**src/rtl/irb_dw_sched.sv**
```systemverilog
// irb_dw_sched: depthwise-stage beat sequencer for the inverted residual block.
// Ports: start/stride2/n_ox/n_oy config in, busy/done/err status out,
//   addr_valid/addr_ready beat handshake with fmint/kdw/out addresses and acc flags.
module irb_dw_sched #(
  parameter int Nkx    = 3,
  parameter int Nky    = 3,
  parameter int Npar   = 8,
  parameter int Tix_T  = 16,
  parameter int Tiy_T  = 16,
  parameter int Tox_T  = 14,
  parameter int Toy_T  = 14,
  parameter int AW_INT = $clog2(Tix_T*Tiy_T*Npar),
  parameter int AW_KDW = $clog2(Nkx*Nky*Npar),
  parameter int AW_OUT = $clog2(Tox_T*Toy_T*Npar),
  parameter int NOXW   = $clog2(Tox_T+1),
  parameter int NOYW   = $clog2(Toy_T+1)
) (
  input  logic              clk,
  input  logic              rst_n,
  input  logic              start,
  input  logic              stride2,
  input  logic [NOXW-1:0]   n_ox,
  input  logic [NOYW-1:0]   n_oy,
  output logic              busy,
  output logic              done,
  output logic              err,
  output logic              addr_valid,
  input  logic              addr_ready,
  output logic [AW_INT-1:0] fmint_addr,
  output logic [AW_KDW-1:0] kdw_addr,
  output logic              acc_first,
  output logic              acc_last,
  output logic [AW_OUT-1:0] out_addr
);

  localparam int KXW   = (Nkx > 1) ? $clog2(Nkx) : 1;
  localparam int KYW   = (Nky > 1) ? $clog2(Nky) : 1;
  localparam int CW    = (Npar > 1) ? $clog2(Npar) : 1;
  localparam int MAXX2 = (Tix_T - Nkx) / 2 + 1;
  localparam int MAXY2 = (Tiy_T - Nky) / 2 + 1;

  localparam logic [AW_INT-1:0] F_CH  = AW_INT'(Tix_T*Tiy_T);
  localparam logic [AW_INT-1:0] F_ROW = AW_INT'(Tix_T);
  localparam logic [AW_OUT-1:0] O_CH  = AW_OUT'(Tox_T*Toy_T);
  localparam logic [AW_OUT-1:0] O_ROW = AW_OUT'(Tox_T);

  typedef enum logic [1:0] {
    IDLE,
    RUN,
    DONE
  } state_t;

  state_t state_q, state_n;

  logic [KXW-1:0]    kx_q, kx_n;
  logic [KYW-1:0]    ky_q, ky_n;
  logic [CW-1:0]     c_q, c_n;
  logic [NOXW-1:0]   ox_q, ox_n;
  logic [NOYW-1:0]   oy_q, oy_n;
  logic              s2_q, s2_n;
  logic [NOXW-1:0]   nox_q, nox_n;
  logic [NOYW-1:0]   noy_q, noy_n;

  // Running address components; summed each beat, never multiplied.
  logic [AW_INT-1:0] fch_q, fch_n;
  logic [AW_INT-1:0] frow_q, frow_n;
  logic [AW_INT-1:0] fky_q, fky_n;
  logic [AW_INT-1:0] fcol_q, fcol_n;
  logic [AW_OUT-1:0] och_q, och_n;
  logic [AW_OUT-1:0] orow_q, orow_n;

  logic [AW_INT-1:0] fmint_q, fmint_n;
  logic [AW_KDW-1:0] kdw_q, kdw_n;
  logic [AW_OUT-1:0] out_q, out_n;

  logic busy_q, busy_n;
  logic done_q, done_n;
  logic err_q, err_n;
  logic valid_q, valid_n;

  logic [NOXW-1:0] maxx;
  logic [NOYW-1:0] maxy;
  logic            legal;
  logic            fire;
  logic            kx_end, ky_end, c_end;
  logic            ox_end, oy_end;
  logic            win_end, grp_end;
  logic            row_end, job_end;
  logic [AW_INT-1:0] fcol_step;
  logic [AW_INT-1:0] frow_step;

  assign maxx  = stride2 ? NOXW'(MAXX2) : NOXW'(Tox_T);
  assign maxy  = stride2 ? NOYW'(MAXY2) : NOYW'(Toy_T);
  assign legal = (n_ox != '0) && (n_ox <= maxx) &&
                 (n_oy != '0) && (n_oy <= maxy);

  assign fire    = (state_q == RUN) && addr_ready;
  assign kx_end  = (kx_q == KXW'(Nkx - 1));
  assign ky_end  = (ky_q == KYW'(Nky - 1));
  assign c_end   = (c_q == CW'(Npar - 1));
  assign ox_end  = (ox_q == nox_q - NOXW'(1));
  assign oy_end  = (oy_q == noy_q - NOYW'(1));
  assign win_end = kx_end && ky_end;
  assign grp_end = win_end && c_end;
  assign row_end = grp_end && ox_end;
  assign job_end = row_end && oy_end;

  assign fcol_step = s2_q ? AW_INT'(2) : AW_INT'(1);
  assign frow_step = s2_q ? AW_INT'(2*Tix_T) : F_ROW;

  always_comb begin
    state_n = state_q;
    kx_n    = kx_q;
    ky_n    = ky_q;
    c_n     = c_q;
    ox_n    = ox_q;
    oy_n    = oy_q;
    s2_n    = s2_q;
    nox_n   = nox_q;
    noy_n   = noy_q;
    fch_n   = fch_q;
    frow_n  = frow_q;
    fky_n   = fky_q;
    fcol_n  = fcol_q;
    och_n   = och_q;
    orow_n  = orow_q;
    kdw_n   = kdw_q;
    busy_n  = busy_q;
    valid_n = valid_q;
    done_n  = 1'b0;
    err_n   = 1'b0;

    unique case (state_q)
      IDLE: begin
        if (start) begin
          if (legal) begin
            state_n = RUN;
            s2_n    = stride2;
            nox_n   = n_ox;
            noy_n   = n_oy;
            kx_n    = '0;
            ky_n    = '0;
            c_n     = '0;
            ox_n    = '0;
            oy_n    = '0;
            fch_n   = '0;
            frow_n  = '0;
            fky_n   = '0;
            fcol_n  = '0;
            och_n   = '0;
            orow_n  = '0;
            kdw_n   = '0;
            busy_n  = 1'b1;
            valid_n = 1'b1;
          end else begin
            err_n = 1'b1;
          end
        end
      end
      RUN: begin
        if (fire) begin
          kx_n  = kx_end ? '0 : kx_q + KXW'(1);
          // kdw walks 0..Nkx*Nky*Npar-1 once per output pixel.
          kdw_n = grp_end ? '0 : kdw_q + AW_KDW'(1);
          if (kx_end) begin
            ky_n  = ky_end ? '0 : ky_q + KYW'(1);
            fky_n = ky_end ? '0 : fky_q + F_ROW;
          end
          if (win_end) begin
            c_n   = c_end ? '0 : c_q + CW'(1);
            fch_n = c_end ? '0 : fch_q + F_CH;
            och_n = c_end ? '0 : och_q + O_CH;
          end
          if (grp_end) begin
            ox_n   = ox_end ? '0 : ox_q + NOXW'(1);
            fcol_n = ox_end ? '0 : fcol_q + fcol_step;
          end
          if (row_end) begin
            oy_n   = oy_end ? '0 : oy_q + NOYW'(1);
            frow_n = oy_end ? '0 : frow_q + frow_step;
            orow_n = oy_end ? '0 : orow_q + O_ROW;
          end
          if (job_end) begin
            state_n = DONE;
            busy_n  = 1'b0;
            valid_n = 1'b0;
            done_n  = 1'b1;
          end
        end
      end
      DONE: begin
        state_n = IDLE;
      end
      default: begin
        state_n = IDLE;
      end
    endcase

    fmint_n = fch_n + frow_n + fky_n + fcol_n + AW_INT'(kx_n);
    out_n   = och_n + orow_n + AW_OUT'(ox_n);
  end

  always_ff @(posedge clk or negedge rst_n) begin
    if (!rst_n) begin
      state_q <= IDLE;
      kx_q    <= '0;
      ky_q    <= '0;
      c_q     <= '0;
      ox_q    <= '0;
      oy_q    <= '0;
      s2_q    <= 1'b0;
      nox_q   <= '0;
      noy_q   <= '0;
      fch_q   <= '0;
      frow_q  <= '0;
      fky_q   <= '0;
      fcol_q  <= '0;
      och_q   <= '0;
      orow_q  <= '0;
      fmint_q <= '0;
      kdw_q   <= '0;
      out_q   <= '0;
      busy_q  <= 1'b0;
      done_q  <= 1'b0;
      err_q   <= 1'b0;
      valid_q <= 1'b0;
    end else begin
      state_q <= state_n;
      kx_q    <= kx_n;
      ky_q    <= ky_n;
      c_q     <= c_n;
      ox_q    <= ox_n;
      oy_q    <= oy_n;
      s2_q    <= s2_n;
      nox_q   <= nox_n;
      noy_q   <= noy_n;
      fch_q   <= fch_n;
      frow_q  <= frow_n;
      fky_q   <= fky_n;
      fcol_q  <= fcol_n;
      och_q   <= och_n;
      orow_q  <= orow_n;
      fmint_q <= fmint_n;
      kdw_q   <= kdw_n;
      out_q   <= out_n;
      busy_q  <= busy_n;
      done_q  <= done_n;
      err_q   <= err_n;
      valid_q <= valid_n;
    end
  end

  assign busy       = busy_q;
  assign done       = done_q;
  assign err        = err_q;
  assign addr_valid = valid_q;
  assign fmint_addr = fmint_q;
  assign kdw_addr   = kdw_q;
  assign out_addr   = out_q;

  // Counters sit at 0 while idle; gate so the flags read 0 off-job.
  assign acc_first = valid_q && (kx_q == '0) && (ky_q == '0);
  assign acc_last  = valid_q && win_end;

endmodule

```
**config.mk**
```make
export PLATFORM = sky130hd
export DESIGN_NAME = irb_dw_sched
export DESIGN_NICKNAME = d
export VERILOG_FILES = /design/src/rtl/irb_dw_sched.sv
export SDC_FILE = /design/constraint.sdc
export NUM_CORES = 1
export LEC_CHECK = 0
export CAP_MARGIN = 10
export CORE_UTILIZATION = 55
export CTS_CLUSTER_DIAMETER = 200
export DETAILED_ROUTE_END_ITERATION = 10
export GPL_ROUTABILITY_DRIVEN = 0
export GPL_TIMING_DRIVEN = 1
export PLACE_DENSITY = 0.75
export SLEW_MARGIN = 20
export SYNTH_ARGS = -nofsm -noshare
export SYNTH_HDL_FRONTEND = slang
export SYNTH_SLANG_ARGS = --single-unit
```
**constraint.sdc**
```tcl
create_clock -name clk -period 7.2 [get_ports clk]
set_clock_uncertainty 0.05 [all_clocks]
set_input_delay 1.44 -clock clk [delete_from_list [all_inputs] [get_ports clk]]
set_output_delay 1.44 -clock clk [all_outputs]
set_load 0.02 [all_outputs]
```
==> impl_metrics.tcl, run 1 <==
set metrics [dict create \
    cts_buffers 17 \
    cts_tree "yes" \
    ff2ff_setup_slack_ps 1190 \
    cp_slowest_stage_delay_ps 530 \
    tightest_slew_ps 861 \
    regToRegStartpoint "nox_q[0]" \
    synth_edf_count 0 \
    synth_area_um2 7450 \
    synth_nets 847 \
    yosys_warnings 0 \
    drive_gt1_share_pct 8.71 \
    portBuffers 47 \
    crit_chain "clkdlybuf4s50_1, ha_1, and4b_1, o211ai_1, and4_2, nand2_1, or2_2, and2_1, fa_1, inv_1, fa_1, inv_1, fa_1, inv_1, fa_1, nor2b_1, o21ai_0, a21boi_0, o21ai_0, a21boi_0, o21ai_0, xnor3_1" \
    fin_crit_sh_pct 91.7 \
    hp-start "och_q[1]" \
    ioPinCount 48 \
    setup_ws_ps 597 \
    fin_nets 910 \
    htreeDepth 4 \
    mostFrequentLayoutCell "dfrtp_1" \
    critPathLaunchType "primary input" \
    placed_cells 982 \
    dp_hpwl_um 13000 \
    synth_cell_type_count 72 \
    synth_top_cell_by_area "dfrtp_1" \
    worstReg2RegEnd "fmint_addr[10]" \
    synth_cells 762 \
    synth_top_area_share_pct 41.7 \
    first_pass_iters 5 \
    placementRows 42 \
    ys_ff_latch 124 \
    die_h_um 118 \
    clkTransAtPathRegs_ps 50 \
    remaining_drc_errors 0 \
    grt_pass1_vias 5903 \
    cpMostUsedCell "fa_1" \
    hold_viol 0 \
    drtIter0Drc 458 \
    antenna_cells 0 \
    power_density_nw_per_um2 259 \
    leakage_nw 4.27 \
    dieArea_um2 14000 \
    drt-vias-per-instance 5.79 \
    slowest_stage "fa_1" \
    grt_max_degree 69 \
    ir_drop_mv 0.175 \
    min_period_ps 6600 \
    wl_um 18000 \
    postCtsHoldBufs 0 \
    maxCapViolations 0 \
    min_path_cells 1 \
    cts-resized-gates 0 \
    clkSinkCount 124 \
    antenna_found_initial 0 \
    final_cell_mix "dfrtp_1, nand2_1, inv_1" \
    max-slew-margin-rel_pct 42.6 \
    setup-tns-final_ps 0 \
    clk-insertion-delay-late_ps 420 \
    cp_max_fo 5 \
    path_buf_inv 4 \
    cts-root-buf "clkbuf_16" \
    fmax_mhz 151 \
    r2r_cells 23 \
    clockBufferDepth 2 \
    wl_per_cell_um 17.7 \
    grt_usage_pct 27.8 \
    hp-class "reg2reg" \
    grt_overflow 0 \
    setup_viol 0 \
    rsz0062_at_grt "false" \
    dp_worst_setup_slack_ps 271 \
    coreArea_um2 13200 \
    synth_sequential_area_ratio_pct 41.7 \
    num_vias 5868 \
    status "complete, no violations" \
    grt_pass1_wl_um 29600 \
    min_to "och_q[1]" \
    endpoint_kind "flop" \
    postRouteAntennaNets 0 \
    worst-setup-path-type "in2reg" \
    post-cts-setup-buffers 0 \
    finalMaxSlewViolations 0 \
    die_w_um 118 \
    cp.arrival_ps 6840 \
    synth_area_leaders "dfrtp_1, fa_1, ha_1, o21ai_0, nand2_1" \
    syn_to_final_growth_pct 17.8 \
    synthFlopType "dfrtp_1" \
    crit_required_ps 7440 \
    synthArstFlopShare_pct 100 \
    final_cells 1014 \
    syn_area_per_cell_um2 9.77 \
    initial_utilization_pct 56.2 \
    cp_top_family "adder cells" \
    holdWs_ps 427 \
]
[power breakdown]
group | total [W] | switching (W) | internal (W)
clock | 0.000894 | 0.000317 | 0.000578
combinational | 0.000521 | 0.000296 | 0.000225
sequential | 0.000857 | 0.0000743 | 0.000783
[how the worst max path moves through the flow]
| stage | from | end | cells past startpoint |
|---|---|---|---|
| floorplan | stride2 | fmint_addr[10] | 21 |
| CTS | stride2 | fmint_addr[10] | 22 |
| finish | stride2 | fmint_addr[10] | 22 |
| global placement | stride2 | fmint_addr[10] | 22 |
| detailed placement | stride2 | fmint_addr[10] | 22 |
| global route | stride2 | fmint_addr[10] | 22 |
[layout make-up]
| class | instances | area, µm² |
|---|---|---|
| Tap cell | 176 | 220 |
| Clock inverter | 11 | 140 |
| Timing Repair Buffer | 61 | 573 |
| Multi-Input combinational cell | 539 | 3950 |
| Clock buffer | 21 | 480 |
| Fill cell | 1058 | 4470 |
| Sequential cell | 124 | 3100 |
| Inverter | 82 | 308 |
[metal layers]
metal / GRT usage, % / routed length (µm)
met5: 0 / 0
met4: 11.3 / 490
met3: 6.95 / 1210
met2: 43.4 / 8500
met1: 37.4 / 7800
[synthesized netlist by cell type, types with 8 or more instances]
| library cell | number |
|---|---|
| ha_1 | 43 |
| dfrtp_1 | 124 |
| o21ai_0 | 63 |
| xor2_1 | 17 |
| a21oi_1 | 28 |
| a31oi_1 | 11 |
| nand3_1 | 24 |
| clkbuf_1 | 12 |
| nand4_1 | 15 |
| inv_1 | 82 |
| and2_1 | 25 |
| nor3_1 | 11 |
| xnor2_1 | 24 |
| nor2_1 | 48 |
| and3_1 | 11 |
| o31ai_1 | 8 |
| fa_1 | 29 |
| nand2_1 | 84 |
[sequential cells by signal, summed over array words and instances (netlist names), 7 cells and up]
signal      count
fch_q          11
fcol_q         11
fky_q          11
fmint_addr     11
frow_q         11
kdw_addr        7
och_q          11
orow_q         11
out_addr       11
[per-stage QoR]
step | util (%) | instance area [µm²] | power, W
floorplan | - | 7450 | 0.00118
global placement | 61.6 | 8150 | 0.00136
detailed placement | 61.6 | 8150 | 0.00138
CTS | 66.2 | 8770 | 0.00228
global route | 66.2 | 8770 | 0.00239
finish | 66.2 | 8770 | 0.00227
[kinds of logic (layout without fill, tap and decap cells)]
| logic type | after synthesis | in the layout | share of synthesized area [%] |
|---|---|---|---|
| xor+xnor | 42 | 42 | 5.12 |
| compound gates | 162 | 162 | 13.9 |
| flops | 124 | 124 | 41.7 |
| simple gates | 258 | 258 | 18.2 |
| mux | 5 | 5 | 0.722 |
| buf+inv | 99 | 175 | 5.34 |
| fa+ha+maj | 72 | 72 | 15.0 |
Note: power is estimated with default switching activity, not from simulation.
==> run 2: changes to the inputs <==
CORE_UTILIZATION = 64   (was 55)
DONT_BUFFER_PORTS = 1   (was not set)
PLACE_DENSITY = 0.77   (was 0.75)
==> impl_metrics.tcl, run 2 (synthesis results as in run 1) <==
set metrics [dict create \
    cp_max_fo 23 \
    initial_utilization_pct 65.5 \
    cts_buffers 17 \
    die_w_um 110 \
    hp-start "och_q[1]" \
    grt_max_degree 125 \
    placementRows 39 \
    dpl_cell_area_um2 7590 \
    clkSinkCount 124 \
    grt_overflow 0 \
    maxCapViolations 0 \
    ir_drop_mv 0.254 \
    coreArea_um2 11400 \
    post-cts-setup-buffers 0 \
    remaining_drc_errors 0 \
    clk-insertion-delay-late_ps 430 \
    fin_crit_sh_pct 85.5 \
    r2r_cells 23 \
    crit_chain "inv_1, ha_1, xnor2_1, nor4b_4, and3_4, a21o_4, nand2_1, or2_2, and2_1, fa_1, inv_1, fa_1, inv_1, fa_1, inv_1, fa_1, nor2b_1, o21ai_0, a21boi_0, o21ai_0, a21boi_0, o21ai_0, xnor3_1" \
    antenna_found_initial 0 \
    regToRegStartpoint "nox_q[0]" \
    postCtsHoldBufs 0 \
    postRouteAntennaNets 0 \
    die_h_um 110 \
    mostFrequentLayoutCell "dfrtp_1" \
    grt_pass1_wl_um 27800 \
    fin_nets 856 \
    holdWs_ps 433 \
    cp_top_family "adder cells" \
    hold_viol 0 \
    clkTransAtPathRegs_ps 50 \
    final_cell_area_um2 8190 \
    min_period_ps 6150 \
    setup_viol 0 \
    rsz0062_at_grt "false" \
    ff2ff_setup_slack_ps 1050 \
    worst-setup-path-type "reg2reg" \
    num_vias 5657 \
    path_buf_inv 4 \
    fmax_mhz 163 \
    dp_hpwl_um 12400 \
    cp_num_cells 23 \
    endpoint_kind "flop" \
    setup-tns-final_ps 0 \
    cts-root-buf "clkbuf_16" \
    hp-class "reg2reg" \
    cp_slowest_stage_delay_ps 510 \
    ioPinCount 48 \
    cts_tree "yes" \
    power_density_nw_per_um2 261 \
    drtIter0Drc 399 \
    leakage_nw 4.06 \
    grt_pass1_vias 5595 \
    first_pass_iters 7 \
    finalMaxSlewViolations 0 \
    wl_per_cell_um 18.8 \
    tightest_slew_ps 794 \
    startpoint "nox_q[0]" \
    final_cell_mix "dfrtp_1, nand2_1, inv_1" \
    syn_to_final_growth_pct 9.94 \
    cp.arrival_ps 6400 \
    grt_usage_pct 31.8 \
    worstReg2RegEnd "fmint_addr[10]" \
    dieArea_um2 12100 \
    status "complete, no violations" \
    endpoint "fmint_addr[10]" \
    wl_um 17400 \
    htreeDepth 4 \
    max-slew-margin-rel_pct 46.7 \
    portBuffers 0 \
    critPathLaunchType "flop" \
    cts-resized-gates 0 \
    crit_required_ps 7450 \
    slowest_stage "fa_1" \
    drt-vias-per-instance 6.11 \
    drive_gt1_share_pct 8.05 \
    clockBufferDepth 2 \
    antenna_cells 0 \
]
run 2: cell count changes in the layout (fill, tap and decap cells not counted):
| cell | before | now |
|---|---|---|
| o21ai_1 | 1 | 2 |
| inv_6 | 0 | 1 |
| clkbuf_1 | 0 | 1 |
| clkbuf_8 | 4 | 2 |
| o21ai_0 | 63 | 62 |
| clkinv_4 | 0 | 1 |
| buf_4 | 15 | 7 |
| clkdlybuf4s50_1 | 46 | 0 |
| clkinvlp_4 | 4 | 2 |
run 2: cell type report:
| type | instances | area (µm²) |
|---|---|---|
| sequential | 124 | 3100 |
| clock buffer | 20 | 457 |
| clock inverter | 11 | 143 |
| timing repair buffer | 7 | 52.6 |
| fill | 822 | 3180 |
| inverter | 82 | 308 |
| multi-input combinational | 539 | 3950 |
| tap | 143 | 179 |
run 2: per-stage QoR:
| step | setup WS, ps | instances | total power [W] | util (%) |
|---|---|---|---|---|
| 2_1_floorplan | 1080 | 762 | 0.00118 | - |
| 3_3_place_gp | 838 | 895 | 0.00125 | 66.8 |
| 3_5_place_dp | 724 | 895 | 0.00127 | 66.8 |
| 4_1_cts | 1150 | 926 | 0.00215 | 72.0 |
| 5_1_grt | 794 | 926 | 0.00225 | 72.0 |
| 6_report | 1050 | 926 | 0.00213 | 72.0 |
run 2: worst min-delay path by stage:
stage | slack (ps) | cells after the start | endpoint
6_report | 430 | 1 | och_q[1]
2_1_floorplan | 400 | 1 | och_q[1]
3_5_place_dp | 420 | 1 | och_q[1]
4_1_cts | 440 | 1 | och_q[1]
3_3_place_gp | 420 | 1 | och_q[1]
5_1_grt | 460 | 1 | och_q[1]
run 2: per-layer routing:
| layer | track usage, % | wire length (µm) | vias up |
|---|---|---|---|
| met5 | 0 | 0 | - |
| met4 | 15.6 | 585 | 0 |
| met3 | 9.78 | 1290 | 54 |
| met2 | 48.6 | 8040 | 229 |
| met1 | 40.9 | 7480 | 2745 |
| li1 | - | - | 2629 |
run 2: power breakdown:
part	total, W	switching, W	internal (W)
sequential	0.000912	0.000129	0.000784
combinational	0.000355	0.000211	0.000145
clock	0.000867	0.000309	0.000558
total	0.00213	0.000648	0.00149
==> run 3: changes to the inputs <==
CORE_UTILIZATION = 48   (was 64)
PLACE_DENSITY = 0.6   (was 0.77)
==> impl_metrics.tcl, run 3 (synthesis results as in run 1) <==
set metrics [dict create \
    r2r_cells 23 \
    wl_met3_um 1070 \
    wl_per_cell_um 18.3 \
    cp_max_fo 9 \
    p_clk_share_pct 40.9 \
    cts_buffers 17 \
    final_cell_area_um2 8260 \
    fmax_mhz 159 \
    clk-insertion-delay-late_ps 420 \
    finalPower_w 0.00213 \
    max-slew-margin-rel_pct 41.4 \
    worst-setup-path-type "in2reg" \
    grt_usage_pct 24.8 \
    dieArea_um2 16000 \
    setup-tns-final_ps 0 \
    drt-vias-per-instance 5.77 \
    clockBufferDepth 2 \
    grt_pass1_wl_um 30200 \
    wl_met1_um 8330 \
    hold_viol 0 \
    finalMaxSlewViolations 0 \
    syn_to_final_growth_pct 10.9 \
    cpMostUsedCell "fa_1" \
    mostFrequentLayoutCell "dfrtp_1" \
    hp-class "reg2reg" \
    combPwrFrac_pct 16.3 \
    tightest_slew_ps 873 \
    ff2ff_setup_slack_ps 1030 \
    endpoint_kind "flop" \
    die_h_um 127 \
    num_vias 5611 \
    antenna_found_initial 0 \
    power_frac_seq_pct 42.8 \
    slowest_stage "fa_1" \
    remaining_drc_errors 0 \
    placementRows 45 \
    fin_crit_sh_pct 87.5 \
    clkTransAtPathRegs_ps 50 \
    switching_share_pct 30.2 \
    dpl_cell_area_um2 7660 \
    cp_top_family "adder cells" \
    postRouteAntennaNets 0 \
    maxCapViolations 0 \
    drive_gt1_share_pct 8.28 \
    post-cts-setup-buffers 0 \
    cts-resized-gates 0 \
    placed_cells 942 \
    grt_overflow 0 \
    postCtsHoldBufs 0 \
    cts_tree "yes" \
    crit_required_ps 7440 \
    grt_max_degree 125 \
    ioPinCount 48 \
    min_period_ps 6300 \
    worstReg2RegEnd "fmint_addr[10]" \
    cp_slowest_stage_delay_ps 510 \
    min_to "och_q[1]" \
    holdWs_ps 426 \
    power_switching_w 0.000641 \
    min_path_cells 1 \
    hp-start "och_q[1]" \
    die_w_um 127 \
    ir_drop_mv 0.166 \
    wl_um 17800 \
    first_pass_iters 5 \
    antenna_cells 0 \
    clkSinkCount 124 \
    drtIter0Drc 423 \
    cp.arrival_ps 6550 \
    coreArea_um2 15100 \
    wl_met2_um 8070 \
    portBuffers 0 \
    initial_utilization_pct 49.2 \
    crit_chain "ha_1, and4b_1, o211ai_1, and4_2, nand2_1, or2_2, and2_1, fa_1, inv_1, fa_1, inv_1, fa_1, inv_1, fa_1, nor2b_1, o21ai_0, a21boi_0, o21ai_0, a21boi_0, o21ai_0, xnor3_1" \
    grt_pass1_vias 5748 \
    critPathLaunchType "primary input" \
    status "complete, no violations" \
    leakage_nw 4.08 \
    fin_nets 858 \
    power_density_nw_per_um2 257 \
    htreeDepth 4 \
    cts-root-buf "clkbuf_16" \
    final_cells 973 \
    p_int_w 0.00148 \
    setup_viol 0 \
    top_layer_used "met4" \
    dp_hpwl_um 13000 \
    rsz0062_at_grt "false" \
    final_cell_mix "dfrtp_1, nand2_1, inv_1" \
    path_buf_inv 3 \
    regToRegStartpoint "nox_q[0]" \
]
run 3: cell count changes in the layout (fill, tap and decap cells not counted):
| cell | delta |
|---|---|
| clkbuf_8 | +4 |
| inv_6 | -1 |
| bufinv_16 | -1 |
| clkinvlp_4 | -2 |
| buf_4 | +2 |
| clkinv_2 | +1 |
| clkinv_4 | -1 |
run 3: cell type report:
| cell class | instances | area (µm²) |
|---|---|---|
| clock buffer | 24 | 512 |
| clock inverter | 7 | 85.1 |
| fill | 1348 | 6890 |
| inverter | 82 | 308 |
| multi-input combinational | 539 | 3950 |
| sequential | 124 | 3100 |
| tap | 188 | 235 |
| timing repair buffer | 9 | 67.6 |
run 3: per-layer routing:
layer	global-route usage, %	up-vias
met4	7.80	0
met1	34.9	2762
li1	-	2635
met2	37.9	176
met5	0	-
met3	5.78	38
run 3: worst max-delay path by stage:
| stage | start | end | slack, ps | depth (start not counted) |
|---|---|---|---|---|
| 3_3_place_gp | stride2 | fmint_addr[10] | 630 | 21 |
| 4_1_cts | stride2 | fmint_addr[10] | 910 | 21 |
| 6_report | stride2 | fmint_addr[10] | 900 | 21 |
| 2_1_floorplan | stride2 | fmint_addr[10] | 1080 | 21 |
| 5_1_grt | stride2 | fmint_addr[10] | 450 | 21 |
| 3_5_place_dp | stride2 | fmint_addr[10] | 480 | 21 |
run 3: power groups by stage:
stage | clock network (W) | registers [W] | logic, W
finish | 0.000869 | 0.000911 | 0.000347
global route | 0.000912 | 0.000924 | 0.000404
CTS | 0.000883 | 0.000911 | 0.000351
global placement | 0 | 0.000920 | 0.000340
detailed placement | 0 | 0.000923 | 0.000347
floorplan | 0 | 0.000904 | 0.000272
run 3: stage by stage:
stage / utilization (%) / worst slack, ps
final: 54.5 / 897
after global routing: 54.5 / 450
after global placement: 50.6 / 631
after CTS: 54.5 / 914
after detailed placement: 50.6 / 482
after floorplan: - / 1080
run 3: worst register-to-register path: stages, from the launching register on:
cell,delay [ps]
dfrtp_1,390
inv_1,70
ha_1,310
xnor2_1,190
nor4b_4,290
and3_4,330
a21o_4,320
nand2_1,240
or2_2,380
and2_1,210
fa_1,510
inv_1,50
fa_1,430
inv_1,70
fa_1,180
inv_1,60
fa_1,390
nor2b_1,130
o21ai_0,110
a21boi_0,290
o21ai_0,160
a21boi_0,350
o21ai_0,160
xnor3_1,360
